[config.mk]
export PLATFORM = sky130hd
export DESIGN_NAME = fifo_push_packer_flat
export DESIGN_NICKNAME = d
export VERILOG_FILES = /design/src/rtl/pio_fifo_pkg.sv /design/src/rtl/fifo_push_packer_if.sv /design/src/rtl/fifo_push_packer_sat_counter.sv /design/src/rtl/fifo_push_packer.sv /design/src/flat_wrapper.sv
export SDC_FILE = /design/constraint.sdc
export NUM_CORES = 1
export LEC_CHECK = 0
export BUFFER_PORTS_ARGS = -buffer_cell sky130_fd_sc_hd__buf_2
export CORE_UTILIZATION = 52
export CTS_BUF_LIST = sky130_fd_sc_hd__clkbuf_8 sky130_fd_sc_hd__clkbuf_16
export CTS_CLUSTER_DIAMETER = 30
export DETAILED_ROUTE_END_ITERATION = 10
export PLACE_DENSITY = 0.9
export REMOVE_ABC_BUFFERS = 1
export SETUP_SLACK_MARGIN = 0.05
export SKIP_LAST_GASP = 1
export SLEW_MARGIN = 40
export SYNTH_ARGS = -nofsm -noshare
export SYNTH_HDL_FRONTEND = slang
export SYNTH_SLANG_ARGS = --single-unit
[constraint.sdc]
create_clock -name Clk -period 3.42 [get_ports Clk]
set_input_delay 0.171 -clock Clk [delete_from_list [all_inputs] [get_ports Clk]]
set_output_delay 0.171 -clock Clk [all_outputs]
set_load 0.05 [all_outputs]
[src/rtl/pio_fifo_pkg.sv]
// -----------------------------------------------------------------------------
// pio_fifo_pkg
// Shared definitions for the PIO FIFO push-side logic.
//   - Packer FSM state encodings (2-bit, legacy-compatible constants)
//   - FIFO PUSH_FLAG level constants
//   - hold_t: the word held by the packer while its halves are pushed
//   - pick_half(): selects the upper or lower 16 bits of a 32-bit word
// -----------------------------------------------------------------------------
package pio_fifo_pkg;

  localparam logic [1:0] EMPTY  = 2'd0;
  localparam logic [1:0] FIRST  = 2'd1;
  localparam logic [1:0] SECOND = 2'd2;
  localparam logic [1:0] FLUSH  = 2'd3;

  localparam logic [3:0] FLAG_FULL = 4'h0;
  localparam logic [3:0] FLAG_ONE  = 4'h1;

  typedef struct packed {
    logic        half;
    logic [31:0] data;
  } hold_t;

  function automatic logic [15:0] pick_half(input logic [31:0] word, input logic hi);
    return hi ? word[31:16] : word[15:0];
  endfunction

endpackage

[src/rtl/fifo_push_packer_if.sv]
// -----------------------------------------------------------------------------
// fifo_push_packer_if
// Bundles the upstream 32-bit valid/ready stream and the FIFO push-side
// signals seen by fifo_push_packer.
//   in_valid/in_ready/in_data/in_half : upstream word stream
//   PUSH_FLAG                          : FIFO push-side fill level
//   DIN/PUSH/Fifo_Push_Flush           : FIFO write port and flush
// Modports:
//   master : the environment (upstream source + FIFO)
//   slave  : the packer
// -----------------------------------------------------------------------------
interface fifo_push_packer_if;

  logic        in_valid;
  logic        in_ready;
  logic [31:0] in_data;
  logic        in_half;
  logic [3:0]  PUSH_FLAG;
  logic [15:0] DIN;
  logic        PUSH;
  logic        Fifo_Push_Flush;

  modport master (
    output in_valid,
    output in_data,
    output in_half,
    output PUSH_FLAG,
    input  in_ready,
    input  DIN,
    input  PUSH,
    input  Fifo_Push_Flush
  );

  modport slave (
    input  in_valid,
    input  in_data,
    input  in_half,
    input  PUSH_FLAG,
    output in_ready,
    output DIN,
    output PUSH,
    output Fifo_Push_Flush
  );

endinterface

[src/rtl/fifo_push_packer_sat_counter.sv]
// -----------------------------------------------------------------------------
// sat_counter
// Up-counter that sticks at all-ones instead of wrapping.
//   Clk  : clock
//   Rst  : synchronous active-high reset, clears the count
//   inc  : add one this cycle (ignored once saturated)
//   clr  : synchronous clear
//   cnt  : current count
// -----------------------------------------------------------------------------
module sat_counter #(
  parameter int CNT_W = 16
) (
  input  logic             Clk,
  input  logic             Rst,
  input  logic             inc,
  input  logic             clr,
  output logic [CNT_W-1:0] cnt
);

  logic [CNT_W-1:0] r_cnt;

  function automatic logic [CNT_W-1:0] sat_inc(input logic [CNT_W-1:0] v);
    return (&v) ? v : v + 1'b1;
  endfunction

  always_ff @(posedge Clk) begin
    if (Rst || clr) begin
      r_cnt <= '0;
    end else if (inc) begin
      r_cnt <= sat_inc(r_cnt);
    end
  end

  assign cnt = r_cnt;

endmodule

[src/rtl/fifo_push_packer.sv]
// -----------------------------------------------------------------------------
// fifo_push_packer
// Upstream feeder for the 1024x16 PIO FIFO. Accepts 32-bit words on a
// valid/ready stream and pushes them into the FIFO as two 16-bit writes
// (or one, when in_half is set), throttled by the FIFO PUSH_FLAG level.
// Also owns the FIFO push-side flush and keeps push/stall statistics.
//
// Parameters:
//   HI_FIRST : 0 pushes [15:0] then [31:16]; 1 pushes [31:16] then [15:0]
//   CNT_W    : width of the saturating statistics counters
//
// Ports:
//   Clk       : single clock, shared with the FIFO
//   Rst       : synchronous active-high reset
//   bus       : stream + FIFO push interface (slave modport)
//   flush_req : single-cycle software flush request
//   busy      : a half-word is still pending
//   push_cnt  : 16-bit words pushed (saturating)
//   stall_cnt : cycles with a half pending but no push allowed (saturating)
// -----------------------------------------------------------------------------
module fifo_push_packer
  import pio_fifo_pkg::*;
#(
  parameter bit HI_FIRST = 1'b0,
  parameter int CNT_W    = 16
) (
  input  logic                Clk,
  input  logic                Rst,
  fifo_push_packer_if.slave   bus,
  input  logic                flush_req,
  output logic                busy,
  output logic [CNT_W-1:0]    push_cnt,
  output logic [CNT_W-1:0]    stall_cnt
);

  logic [1:0]  r_state;
  logic [1:0]  w_state_nxt;
  hold_t       r_hold;
  logic        r_push;
  logic [15:0] r_din;

  logic        w_busy;
  logic        w_space_ok;
  logic        w_push_fire;
  logic        w_in_ready;
  logic        w_accept;
  logic [15:0] w_push_data;

  assign w_busy = (r_state == FIRST) || (r_state == SECOND);

  // The FIFO flag lags a push by a cycle: with only one slot reported free,
  // a push is safe only if none is being presented to the FIFO right now.
  assign w_space_ok = (bus.PUSH_FLAG > FLAG_ONE) ||
                      ((bus.PUSH_FLAG == FLAG_ONE) && !r_push);

  // A flush request suppresses the push so no pending half leaks out.
  assign w_push_fire = w_busy && w_space_ok && !flush_req;

  // Ready is gated by Rst and flush_req so that no handshake completes in a
  // cycle whose word would be thrown away anyway.
  assign w_in_ready = !Rst && !flush_req &&
                      ((r_state == EMPTY) ||
                       ((r_state == SECOND) && w_push_fire) ||
                       ((r_state == FIRST) && r_hold.half && w_push_fire));

  assign w_accept = bus.in_valid && w_in_ready;

  assign w_push_data = (r_state == FIRST) ? pick_half(r_hold.data, HI_FIRST)
                                          : pick_half(r_hold.data, !HI_FIRST);

  always_comb begin
    w_state_nxt = r_state;
    if (flush_req) begin
      w_state_nxt = FLUSH;
    end else begin
      case (r_state)
        EMPTY: begin
          if (w_accept) w_state_nxt = FIRST;
        end
        FIRST: begin
          if (w_push_fire) begin
            if (r_hold.half) w_state_nxt = w_accept ? FIRST : EMPTY;
            else             w_state_nxt = SECOND;
          end
        end
        SECOND: begin
          if (w_push_fire) w_state_nxt = w_accept ? FIRST : EMPTY;
        end
        default: w_state_nxt = EMPTY;
      endcase
    end
  end

  // Control and FIFO write port registers.
  always_ff @(posedge Clk) begin
    if (Rst) begin
      r_state <= EMPTY;
      r_push  <= 1'b0;
      r_din   <= '0;
    end else begin
      r_state <= w_state_nxt;
      r_push  <= w_push_fire;
      if (w_push_fire) r_din <= w_push_data;
    end
  end

  // Hold register: only meaningful while busy, so it needs no reset.
  always_ff @(posedge Clk) begin
    if (w_accept) r_hold <= '{half: bus.in_half, data: bus.in_data};
  end

  sat_counter #(.CNT_W(CNT_W)) u_push_cnt (
    .Clk (Clk),
    .Rst (Rst),
    .inc (w_push_fire),
    .clr (1'b0),
    .cnt (push_cnt)
  );

  sat_counter #(.CNT_W(CNT_W)) u_stall_cnt (
    .Clk (Clk),
    .Rst (Rst),
    .inc (w_busy && !w_space_ok),
    .clr (1'b0),
    .cnt (stall_cnt)
  );

  assign bus.in_ready        = w_in_ready;
  assign bus.PUSH            = r_push;
  assign bus.DIN             = r_din;
  assign bus.Fifo_Push_Flush = (r_state == FLUSH);
  assign busy                = w_busy;

endmodule

[src/flat_wrapper.sv]
// flat-port wrapper written by rule: the top's interface ports become plain ports
module fifo_push_packer_flat import pio_fifo_pkg::*;
#(
  parameter bit HI_FIRST = 1'b0,
  parameter int CNT_W    = 16
)
  (Clk, Rst, flush_req, busy, push_cnt, stall_cnt, bus_in_valid, bus_in_data, bus_in_half, bus_PUSH_FLAG, bus_in_ready, bus_DIN, bus_PUSH, bus_Fifo_Push_Flush);
  fifo_push_packer_if bus_i ();
  input  logic Clk;
  input  logic Rst;
  input  logic flush_req;
  output logic busy;
  output logic [CNT_W-1:0] push_cnt;
  output logic [CNT_W-1:0] stall_cnt;
  input wire logic [$bits(bus_i.in_valid)-1:0] bus_in_valid;
  input wire logic [$bits(bus_i.in_data)-1:0] bus_in_data;
  input wire logic [$bits(bus_i.in_half)-1:0] bus_in_half;
  input wire logic [$bits(bus_i.PUSH_FLAG)-1:0] bus_PUSH_FLAG;
  output wire logic [$bits(bus_i.in_ready)-1:0] bus_in_ready;
  output wire logic [$bits(bus_i.DIN)-1:0] bus_DIN;
  output wire logic [$bits(bus_i.PUSH)-1:0] bus_PUSH;
  output wire logic [$bits(bus_i.Fifo_Push_Flush)-1:0] bus_Fifo_Push_Flush;
  assign bus_i.in_valid = bus_in_valid;
  assign bus_i.in_data = bus_in_data;
  assign bus_i.in_half = bus_in_half;
  assign bus_i.PUSH_FLAG = bus_PUSH_FLAG;
  assign bus_in_ready = bus_i.in_ready;
  assign bus_DIN = bus_i.DIN;
  assign bus_PUSH = bus_i.PUSH;
  assign bus_Fifo_Push_Flush = bus_i.Fifo_Push_Flush;
  fifo_push_packer #(.HI_FIRST(HI_FIRST), .CNT_W(CNT_W)) u_core (.Clk(Clk), .Rst(Rst), .bus(bus_i), .flush_req(flush_req), .busy(busy), .push_cnt(push_cnt), .stall_cnt(stall_cnt));
endmodule
==> results of run 1 <==
## registers in the layout (all words and copies together), names as in the netlist
register                count
u_core.r_hold              33
u_core.bus.DIN             16
u_core.u_push_cnt.cnt      16
u_core.u_stall_cnt.cnt     16
u_core.r_state              2
u_core.bus.PUSH             1
## critical path, cell delays in order, from the launching register on
cell,delay [ns]
dfxtp_1,0.38
inv_1,0.08
ha_1,0.42
o41ai_4,0.19
nor2_1,0.12
nor2_1,0.07
nor3_1,0.18
buf_2,0.31
## worst min path at each step
stage                                from                                     to  slack [ns]  cells past startpoint
after global placement    bus_in_data[20]            u_core.r_hold[20]$_DFFE_PP_        0.35                      1
after floorplan                       Rst  u_core.u_push_cnt.cnt[1]$_SDFFE_PP0P_        0.24                      1
after CTS                 bus_in_data[24]            u_core.r_hold[24]$_DFFE_PP_        0.01                      1
after global routing      bus_in_data[24]            u_core.r_hold[24]$_DFFE_PP_       0.008                      1
after detailed placement  bus_in_data[12]            u_core.r_hold[12]$_DFFE_PP_        0.35                      1
final                     bus_in_data[24]            u_core.r_hold[24]$_DFFE_PP_        0.02                      1
## metal layers
layer | vias up | wire length [um] | GRT usage
met5 | - | 0 | 0
met4 | 0 | 71 | 0.0955
met3 | 6 | 482 | 0.0525
met2 | 102 | 3950 | 0.389
met1 | 1331 | 3690 | 0.302
li1 | 1442 | - | -
## cell usage after synthesis (2+ instances only)
library cell / instances
nor2_1: 54
dfxtp_1: 51
edfxtp_1: 33
xnor2_1: 18
mux2i_1: 17
nand2_1: 17
a211oi_1: 16
nor4_1: 13
inv_1: 8
a21oi_1: 7
nor3_1: 7
or3_1: 7
ha_1: 6
clkbuf_1: 5
nand3_1: 5
nor4b_1: 5
buf_1: 4
nand4_1: 4
nor2b_1: 4
and3_1: 3
buf_2: 3
xor2_1: 3
mux2_2: 2
nor3b_1: 2
o2111ai_1: 2
o31ai_1: 2
or2_2: 2
or4_1: 2
## through the flow
| stage | util | instances | total power [uW] | setup slack, ns |
|---|---|---|---|---|
| finish | 0.721 | 534 | 2580 | 1.16 |
| global route | 0.721 | 534 | 2680 | 1.01 |
| CTS | 0.721 | 534 | 2570 | 1.11 |
| detailed placement | 0.637 | 486 | 1760 | 1.24 |
| global placement | 0.635 | 486 | 1740 | 1.37 |
| floorplan | - | 313 | 1600 | 0.0668 |
## cell usage in the layout, fill, tap and decap left out, types with 3 or more instances in the layout
| master | count |
|---|---|
| xor2_1 | 3 |
| clkbuf_8 | 9 |
| inv_1 | 8 |
| a21oi_1 | 7 |
| nand4_1 | 4 |
| dfxtp_1 | 51 |
| mux2i_1 | 17 |
| nand2_1 | 17 |
| xnor2_1 | 18 |
| ha_1 | 6 |
| buf_4 | 4 |
| dlygate4sd3_1 | 32 |
| nand3_1 | 5 |
| or3_1 | 7 |
| nor2b_1 | 4 |
| buf_2 | 92 |
| nor3_1 | 7 |
| a211oi_1 | 16 |
| nor4_1 | 13 |
| nor2_1 | 53 |
| nor4b_1 | 5 |
| edfxtp_1 | 33 |
| and3_1 | 3 |
## final cells by class
type,instances,area [um^2],share of cell area
Sequential cell,84,2010,0.427
Multi-Input combinational cell,221,1530,0.325
Timing Repair Buffer,128,811,0.172
Clock buffer,9,124,0.0263
Clock inverter,7,106,0.0226
Tap cell,77,96.3,0.0205
Inverter,8,30.0,0.00638
## cell families after synthesis
| group | synth area share |
|---|---|
| and+or+nand+nor | 0.212 |
| AOI/OAI and AO/OA | 0.0839 |
| buffers and inverters | 0.0218 |
| adders and majority gates | 0.0208 |
| DFF | 0.557 |
| muxes | 0.0534 |
| xor gates and xnor gates | 0.0510 |
## report_power, final
part           switching [uW]  total [uW]  internal (uW)
clock                     378         802            424
combinational             424         622            198
sequential               41.4        1150           1110
total                     843        2580           1730
==> summary.txt, run 1 <==
GRT
  – Gr ovfl total: 0
  – Global-route wire length before repair: 13.2 mm
  – Largest net degree at the start of global routing: 54
  – Initial antenna violation count: 0
  – Vias in the first global route: 2772
  – GRT Total Usage: 0.236

Floorplanning
  – Num rows: 29
  – Full die area: 0.00728 mm^2
  – Die Y: 85.3 um
  – Core area: 0.00653 mm^2
  – Die Width: 85.3 um
  – Boundary Pins: 93
  – Initial Util: 0.553

Worst setup path
  – Endpoint type of the worst setup path: primary output
  – R2R setup slack: 1.25 ns
  – CP startpoint kind: flip-flop
  – Worst Setup Path Type: flip-flop to primary output
  – Critical path origin: u_core.r_state[0]$_SDFFE_PP0P_
  – Crit Reg-Reg Startpoint: u_core.r_state[0]$_SDFFE_PP0P_
  – RR Endpoint: u_core.bus.DIN[4]$_SDFFE_PP0P_
  – Required time worst endpoint: 3.25 ns
  – Worst-case reg-to-reg path depth: 7
  – Worst setup endpoint: bus_in_ready
  – Crit Path Max Fanout: 8
  – Crit path DAT: 2.09 ns

CTS
  – Max H-tree Level: 3
  – Clock Tree Root: clkbuf_8
  – Cts repair resizes: 0
  – CTS Hold Buffers Added: 32
  – Clock Sinks: 84
  – Clk Latency, worst-skew pair: 0.35 ns
  – CTS tree: yes
  – Post-CTS setup buffers: 0
  – CTS Buffer Depth: 2
  – CTS buffer count: 9
  – CTS clk-pin slew, worst paths: 0.08 ns

Logic synthesis
  – Post-Syn Instances: 325
  – Synth area leaders: dfxtp_1 (28%), edfxtp_1 (27%), nor2_1 (5.6%)
  – Synth warn: 0
  – Sequential fraction of the synthesis area: 0.557
  – EDFF count, synth: 33
  – #FFs+latches synth: 84
  – Leading area contributor after synthesis: dfxtp_1
  – Asr flop ratio synth: 0
  – Avg Cell Area, Syn: 11.1 um^2
  – Main flop type after synthesis: dfxtp_1
  – Post-synth top area share: 0.283
  – Post-Syn Area: 0.00361 mm^2
  – Distinct cells, synth: 51

STA
  – Worst slew pin tran: 0.710 ns
  – Fmax: 443 MHz
  – Final setup vio count: 0
  – Hold slack: 0.0190 ns
  – Setup repair after global routing missed its margin: no
  – Post-Route Skew: 0.0133 ns
  – Final TNS setup: 0 ns
  – Max Slew Vio Count: 0
  – Period utilization: 0.661
  – Final Hold Vio Count: 0
  – Relative slew slack: 0.522
  – Final Critical Period: 2.26 ns

Cells and area
  – Layout cells sized above 1: 0.280
  – Fin area: 0.00471 mm^2
  – Layout Area Growth over Synthesis: 30.4%
  – Diode count: 0
  – Fill cells: 453
  – Final #Nets: 499

Route
  – DRT Wirelength: 8.20 mm
  – DR vias/cell: 5.40
  – Drt first pass iters: 4
  – Drt wl/cell: 15.3 um
  – Vias: 2881
  – Detailed-route DRC error count: 0
  – Antenna Nets Post-Route: 0
  – First DRT Iteration DRCs: 168

Place
  – Post-DP HPWL: 4.98 mm
  – GPL Wtd Cong: 0.800
  – Area after DPL: 0.00416 mm^2
  – IO buf count: 92

Pwr
  – Peak supply drop: 0.000346 V
  – Leakage: 0.00189 uW
  – Pwr Density: 547 mW/mm^2

Job
  – Max-Cap Viols: 0

Min path
  – Worst Hold Class: input pin to flip-flop

Outcome
  – Status: finished, final reports clean
Power figures use the tool's default switching activity.
==> run 2, diff against run 1 <==
--- a/config.mk
+++ b/config.mk
@@ -6,11 +6,11 @@
 export NUM_CORES = 1
 export LEC_CHECK = 0
 export BUFFER_PORTS_ARGS = -buffer_cell sky130_fd_sc_hd__buf_2
-export CORE_UTILIZATION = 52
+export CORE_UTILIZATION = 47
 export CTS_BUF_LIST = sky130_fd_sc_hd__clkbuf_8 sky130_fd_sc_hd__clkbuf_16
 export CTS_CLUSTER_DIAMETER = 30
 export DETAILED_ROUTE_END_ITERATION = 10
-export PLACE_DENSITY = 0.9
+export PLACE_DENSITY = 0.86
 export REMOVE_ABC_BUFFERS = 1
 export SETUP_SLACK_MARGIN = 0.05
 export SKIP_LAST_GASP = 1
==> constraint.sdc (replaced) <==
create_clock -name Clk -period 1.88 [get_ports Clk]
set_input_delay 0.094 -clock Clk [delete_from_list [all_inputs] [get_ports Clk]]
set_output_delay 0.094 -clock Clk [all_outputs]
set_load 0.05 [all_outputs]
==> run 2 against run 1 <==
Net effect:
- clock power rose by 95%
- highest routed layer unchanged
- critical path depth unchanged
- via count increased by 12%
- hold slack better by 0.014 ns
- sequential power rose by 82%
- utilization fell by 1.1 points
- sequential cell count did not move
- critical path type is now flip-flop to flip-flop
- register-to-register slack got worse by 1.2 ns
==> summary.txt, run 2 (synthesis results as in run 1) <==
Pwr
  – Leakage: 0.00213 uW (was 0.00189 uW)
  – Clock power frac: 0.307 (was 0.311)
  – Int Pwr: 3430 uW (was 1730 uW)
  – Pwr Density: 976 mW/mm^2 (was 547 mW/mm^2)
  – Switching part of the total: 0.324 (was 0.327)
  – Peak supply drop: 0.000667 V (was 0.000346 V)
  – Net Sw Power: 1640 uW (was 843 uW)
  – Gate power share: 0.280 (was 0.241)
  – Part of the power in registers: 0.412 (was 0.448)

CTS
  – Clock Tree Root: clkbuf_8 (unchanged)
  – CTS tree: yes (unchanged)
  – Clock Sinks: 84 (unchanged)
  – CTS clk-pin slew, worst paths: 0.09 ns (was 0.08 ns)
  – Max H-tree Level: 3 (unchanged)
  – Clk Latency, worst-skew pair: 0.36 ns (was 0.35 ns)
  – CTS Buffer Depth: 2 (unchanged)
  – CTS buffer count: 9 (unchanged)

Route
  – Drt first pass iters: 5 (was 4)
  – DRT Wirelength: 9.96 mm (was 8.20 mm)
  – Drt wl/cell: 16.9 um (was 15.3 um)
  – Vias: 3213 (was 2881)
  – First DRT Iteration DRCs: 225 (was 168)
  – Detailed-route DRC error count: 0 (unchanged)
  – Antenna Nets Post-Route: 0 (unchanged)
  – DR vias/cell: 5.45 (was 5.40)

Place
  – Post-DP HPWL: 5.59 mm (was 4.98 mm)
  – GPL Wtd Cong: 0.868 (was 0.800)
  – Dpl ws: -0.0164 ns (was 1.24 ns)
  – IO buf count: 92 (unchanged)
  – Area after DPL: 0.00439 mm^2 (was 0.00416 mm^2)
  – Placed Instances: 535 (was 486)

STA
  – Hold slack: 0.0326 ns (was 0.0190 ns)
  – Setup repair after global routing missed its margin: yes (was no)
  – Final Hold Vio Count: 0 (unchanged)
  – Min setup slack post-route: 0.0224 ns (was 1.16 ns)
  – Period utilization: 0.988
  – Worst slew pin tran: 0.420 ns (was 0.710 ns)
  – Post-Route Skew: 0.0117 ns (was 0.0133 ns)
  – Relative slew slack: 0.718 (was 0.522)
  – Fmax: 538 MHz
  – Final setup vio count: 0 (unchanged)
  – Max Slew Vio Count: 0 (unchanged)
  – Final Critical Period: 1.86 ns

Cells and area
  – Max FFs per register: 33 (unchanged)
  – Layout Area Growth over Synthesis: 44.1% (was 30.4%)
  – Layout Cells excl Fill: 590 (was 534)
  – Fill cells: 485 (was 453)
  – Fin area: 0.00520 mm^2 (was 0.00471 mm^2)
  – Layout cells sized above 1: 0.379 (was 0.280)
  – Final core utilization: 0.710 (was 0.721)
  – Diode count: 0 (unchanged)
  – Commonest non-fill, non-tap cell in the layout: buf_2 (unchanged)
  – Final #Nets: 533 (was 499)
  – Commonest cells after routing, fill and taps aside: buf_2 (91), nor2_1 (51), dfxtp_1 (47) (was buf_2 (92), nor2_1 (53), dfxtp_1 (51))
  – Reg with most FFs: u_core.r_hold (unchanged)

GRT
  – Gr ovfl total: 0 (unchanged)
  – Vias in the first global route: 3014 (was 2772)
  – GRT Total Usage: 0.241 (was 0.236)
  – Global-route wire length before repair: 14.2 mm (was 13.2 mm)
  – Initial antenna violation count: 0 (unchanged)
  – Largest net degree at the start of global routing: 34 (was 54)

Floorplanning
  – Die Y: 89.6 um (was 85.3 um)
  – Num rows: 31 (was 29)
  – Die Width: 89.6 um (was 85.3 um)
  – Full die area: 0.00803 mm^2 (was 0.00728 mm^2)
  – Boundary Pins: 93 (unchanged)
  – Initial Util: 0.492 (was 0.553)
  – Core area: 0.00733 mm^2 (was 0.00653 mm^2)

Worst setup path
  – Endpoint type of the worst setup path: flip-flop (was primary output)
  – Critical path origin: u_core.u_stall_cnt.cnt[1]$_SDFFE_PP0P_ (was u_core.r_state[0]$_SDFFE_PP0P_)
  – R2R setup slack: 0.02 ns (was 1.25 ns)
  – Crit Reg-Reg Startpoint: u_core.u_stall_cnt.cnt[1]$_SDFFE_PP0P_ (was u_core.r_state[0]$_SDFFE_PP0P_)
  – Worst Setup Path Type: flip-flop to flip-flop (was flip-flop to primary output)
  – Crit path DAT: 2.15 ns (was 2.09 ns)
  – Required time worst endpoint: 2.18 ns (was 3.25 ns)
  – CP startpoint kind: flip-flop (unchanged)
  – Crit Path Max Fanout: 4 (was 8)

Outcome
  – Status: finished, final reports clean (unchanged)

Job
  – Max-Cap Viols: 0 (unchanged)

Min path
  – Worst Hold Class: input pin to flip-flop (unchanged)
  – Hold Startpoint: Rst (was bus_in_data[24])
## run 2: layout make-up
cell class,instances,area [um^2],area share
Clock buffer,9,124,0.0238
Clock inverter,7,115,0.0221
Inverter,8,30.0,0.00577
Multi-Input combinational cell,221,1670,0.321
Sequential cell,84,2020,0.388
Tap cell,99,124,0.0238
Timing Repair Buffer,162,1120,0.216
## run 2: repair_timing
item,4_1_cts,5_1_grt
setup buffers,1,4
hold buffers,33,0
pin swaps,3,6
resized for setup,14,26
setup endpoints to repair,59,30
endpoints found under the hold margin,33,0
gates cloned,0,1
## run 2: metrics by stage
| stage | total power, uW | TNS (ns) |
|---|---|---|
| after floorplan | 2920 | -67.10 |
| after global placement | 3230 | 0 |
| after detailed placement | 3270 | -0.0231 |
| after CTS | 4910 | -0.0168 |
| after global routing | 5250 | -0.311 |
| final | 5080 | 0 |
## run 2: critical path, cell delays in order (launching register included)
cell and delay (ns):
dfxtp_2 0.35, ha_2 0.18, nand2_2 0.08, nor4_1 0.06
buf_4 0.14, or3_1 0.40, or4_4 0.44, a21oi_2 0.14
## run 2: path summary, 6_finish.rpt
kind,endpoint,depth (start not counted)
setup / recovery,u_core.u_stall_cnt.cnt[15]$_SDFFE_PP0P_,7
setup reg to reg,u_core.u_stall_cnt.cnt[15]$_SDFFE_PP0P_,7
hold reg to reg,u_core.bus.DIN[10]$_SDFFE_PP0P_,2
hold / removal,u_core.u_push_cnt.cnt[4]$_SDFFE_PP0P_,2
## run 2: power by group through the flow
stage                     clock network, uW  registers, uW  logic (uW)
after floorplan                           0           2420         500
after global placement                    0           2120        1110
after detailed placement                  0           2120        1150
after CTS                              1550           2090        1270
after global routing                   1640           2110        1510
final                                  1560           2090        1420
## run 2: per-layer routing
metal / share of wire / global-route usage / vias up
li1: - / - / 1513
met1: 0.40 / 0.293 / 1509
met2: 0.50 / 0.404 / 158
met3: 0.070 / 0.0530 / 33
met4: 0.029 / 0.121 / 0
met5: 0 / 0 / -
==> run 3, diff against run 2 <==
--- a/config.mk
+++ b/config.mk
@@ -6,11 +6,11 @@
 export NUM_CORES = 1
 export LEC_CHECK = 0
 export BUFFER_PORTS_ARGS = -buffer_cell sky130_fd_sc_hd__buf_2
-export CORE_UTILIZATION = 47
+export CORE_UTILIZATION = 57
 export CTS_BUF_LIST = sky130_fd_sc_hd__clkbuf_8 sky130_fd_sc_hd__clkbuf_16
 export CTS_CLUSTER_DIAMETER = 30
 export DETAILED_ROUTE_END_ITERATION = 10
-export PLACE_DENSITY = 0.86
+export PLACE_DENSITY = 0.95
 export REMOVE_ABC_BUFFERS = 1
 export SETUP_SLACK_MARGIN = 0.05
 export SKIP_LAST_GASP = 1
==> constraint.sdc (replaced) <==
create_clock -name Clk -period 2.2 [get_ports Clk]
set_input_delay 0.11 -clock Clk [delete_from_list [all_inputs] [get_ports Clk]]
set_output_delay 0.11 -clock Clk [all_outputs]
set_load 0.05 [all_outputs]
==> run 3 against run 2 <==
Net effect:
- wire length shrank 5.4%
- first-iteration DRC count shrank 4.4%
- register-to-register slack gained 0.09 ns
- die area shrank 17%
- sequential cell count is the same
- global-route usage grew 5.3 points
- final area shrank 8.2%
- combinational power shrank 26%
- sequential power shrank 14%
- hold slack gained 0.095 ns
- critical endpoint is now u_core.u_push_cnt.cnt[12]$_SDFFE_PP0P_
- largest cell class unchanged
==> summary.txt, run 3 (synthesis results as in run 1) <==
Outcome
  – Status: finished, final reports clean (unchanged)

GRT
  – Initial antenna violation count: 0 (unchanged)
  – Vias in the first global route: 2957 (was 3014)
  – Gr ovfl total: 0 (unchanged)
  – Largest net degree at the start of global routing: 40 (was 34)
  – Global-route wire length before repair: 14.2 mm (about the same)
  – GRT Total Usage: 0.294 (was 0.241)

Worst setup path
  – Crit Reg-Reg Startpoint: u_core.u_push_cnt.cnt[0]$_SDFFE_PP0P_ (was u_core.u_stall_cnt.cnt[1]$_SDFFE_PP0P_)
  – RR Endpoint: u_core.u_push_cnt.cnt[12]$_SDFFE_PP0P_ (was u_core.u_stall_cnt.cnt[15]$_SDFFE_PP0P_)
  – Slowest library cell on the worst path: dfxtp_1 (was or4_4)
  – Critical path origin: u_core.u_push_cnt.cnt[0]$_SDFFE_PP0P_ (was u_core.u_stall_cnt.cnt[1]$_SDFFE_PP0P_)
  – Crit path DAT: 2.34 ns (was 2.15 ns)
  – R2R setup slack: 0.11 ns (was 0.02 ns)
  – Critical Path Max Stage Delay: 0.44 ns (about the same)
  – Worst setup endpoint: u_core.u_push_cnt.cnt[12]$_SDFFE_PP0P_ (was u_core.u_stall_cnt.cnt[15]$_SDFFE_PP0P_)
  – Worst Setup Path Type: flip-flop to flip-flop (unchanged)
  – Crit-path cells: ha_1 -> nand2_1 -> or3_1 -> nor4_2 -> nor2_1 -> a311oi_1 (was ha_2 -> nand2_2 -> nor4_1 -> buf_4 -> or3_1 -> or4_4 -> a21oi_2)
  – CP startpoint kind: flip-flop (unchanged)
  – Endpoint type of the worst setup path: flip-flop (unchanged)
  – Worst-case reg-to-reg path depth: 6 (was 7)
  – Required time worst endpoint: 2.45 ns (was 2.18 ns)
  – Crit Path Max Fanout: 5 (was 4)

STA
  – Period utilization: 0.950 (was 0.988)
  – Max Slew Vio Count: 0 (unchanged)
  – Final Hold Vio Count: 0 (unchanged)
  – Fmax: 479 MHz (was 538 MHz)
  – Post-Route Skew: 0.00960 ns (was 0.0117 ns)
  – Worst slew pin tran: 0.549 ns (was 0.420 ns)
  – Relative slew slack: 0.633 (was 0.718)
  – Min setup slack post-route: 0.111 ns (was 0.0224 ns)
  – Setup repair after global routing missed its margin: no (was yes)
  – Final Critical Period: 2.09 ns (was 1.86 ns)
  – Hold slack: 0.128 ns (was 0.0326 ns)
  – Final setup vio count: 0 (unchanged)
  – Final TNS setup: 0 ns (unchanged)

Route
  – Antenna Nets Post-Route: 0 (unchanged)
  – Drt wl/cell: 17.5 um (was 16.9 um)
  – Drt first pass iters: 4 (was 5)
  – WL met1: 3.71 mm (was 3.99 mm)
  – DRT Wirelength: 9.42 mm (was 9.96 mm)
  – Vias: 3114 (was 3213)
  – Met3 Routed Length: 646 um (was 701 um)
  – Top sig layer: met4 (unchanged)
  – Met2 WL: 4.71 mm (was 4.98 mm)
  – DR vias/cell: 5.80 (was 5.45)
  – First DRT Iteration DRCs: 215 (was 225)
  – Detailed-route DRC error count: 0 (unchanged)

Floorplanning
  – Boundary Pins: 93 (unchanged)
  – Initial Util: 0.599 (was 0.492)
  – Core area: 0.00603 mm^2 (was 0.00733 mm^2)
  – Die Y: 81.6 um (was 89.6 um)
  – Die Width: 81.6 um (was 89.6 um)
  – Num rows: 28 (was 31)
  – Full die area: 0.00666 mm^2 (was 0.00803 mm^2)

Place
  – IO buf count: 92 (unchanged)
  – Dpl ws: 0.0232 ns (was -0.0164 ns)
  – Post-DP HPWL: 5.25 mm (was 5.59 mm)
  – GPL Wtd Cong: 0.874 (was 0.868)

Cells and area
  – Reg with most FFs: u_core.r_hold (unchanged)
  – Commonest non-fill, non-tap cell in the layout: buf_2 (unchanged)
  – Layout cells sized above 1: 0.294 (was 0.379)
  – Fill cells: 372 (was 485)
  – Commonest cells after routing, fill and taps aside: buf_2 (91), nor2_1 (53), dfxtp_1 (50) (was buf_2 (91), nor2_1 (51), dfxtp_1 (47))
  – Max FFs per register: 33 (unchanged)
  – Final #Nets: 504 (was 533)
  – Diode count: 0 (unchanged)
  – Layout Area Growth over Synthesis: 32.3% (was 44.1%)

CTS
  – CTS tree: yes (unchanged)
  – Clock Tree Root: clkbuf_8 (unchanged)
  – CTS Buffer Depth: 2 (unchanged)
  – Clk Latency, worst-skew pair: 0.36 ns (about the same)
  – Clock Sinks: 84 (unchanged)
  – CTS buffer count: 9 (unchanged)
  – Max H-tree Level: 3 (unchanged)
  – CTS clk-pin slew, worst paths: 0.09 ns (about the same)

Pwr
  – Leakage: 0.00191 uW (was 0.00213 uW)
  – Peak supply drop: 0.000615 V (was 0.000667 V)
  – Pwr Density: 844 mW/mm^2 (was 976 mW/mm^2)
  – Tot Pwr: 4030 uW (was 5080 uW)

Job
  – Max-Cap Viols: 0 (unchanged)

Min path
  – Worst Hold Class: input pin to flip-flop (unchanged)
run 3: where the power goes:
group | switching [uW] | internal (uW)
logic | 700 | 353
registers | 71.0 | 1730
clock network | 609 | 568
run 3: worst min-delay path by stage:
| stage | from | slack, ns | end | depth (start not counted) |
|---|---|---|---|---|
| after floorplan | Rst | 0.18 | u_core.u_push_cnt.cnt[1]$_SDFFE_PP0P_ | 1 |
| after global placement | bus_in_data[30] | 0.29 | u_core.r_hold[30]$_DFFE_PP_ | 1 |
| after detailed placement | bus_in_data[3] | 0.29 | u_core.r_hold[3]$_DFFE_PP_ | 1 |
| after CTS | Rst | 0.11 | u_core.u_push_cnt.cnt[8]$_SDFFE_PP0P_ | 2 |
| after global routing | Rst | 0.14 | u_core.u_push_cnt.cnt[10]$_SDFFE_PP0P_ | 2 |
| final | Rst | 0.13 | u_core.u_push_cnt.cnt[8]$_SDFFE_PP0P_ | 2 |
run 3: what timing repair did:
item,in CTS,in global routing
hold buffers,33,0
setup endpoints to repair,6,22
hold endpoints to repair,33,0
resized for setup,2,8
buffers inserted,0,1
run 3: per-stage QoR:
step / instance area, um^2 / cells / util
after global placement: 4180 / 487 / 0.694
after global routing: 4780 / 537 / 0.793
after CTS: 4730 / 536 / 0.784
final: 4780 / 537 / 0.793
after detailed placement: 4180 / 487 / 0.694
after floorplan: 3560 / 313 / -
run 3: cell type report:
cell class,instances,area [um^2],share of cell area
inverter,8,30.0,0.00629
timing repair buffer,133,878,0.184
clock inverter,6,71.3,0.0149
multi-input combinational,221,1550,0.325
tap,75,93.8,0.0196
clock buffer,10,138,0.0288
sequential,84,2010,0.422
run 3: metal layers:
layer | up-vias | track usage
met5 | - | 0
met4 | 0 | 0.161
met3 | 35 | 0.0711
met2 | 149 | 0.513
met1 | 1468 | 0.328
li1 | 1462 | -
run 3: critical path: cells and delay by family (launching register included):
kind / cells / cell delay, ns
adder cells (fa/ha/maj): 1 / 0.23
AND/OR/NAND/NOR: 4 / 1.01
AO/OA/AOI/OAI: 1 / 0.31
flip-flops: 1 / 0.44
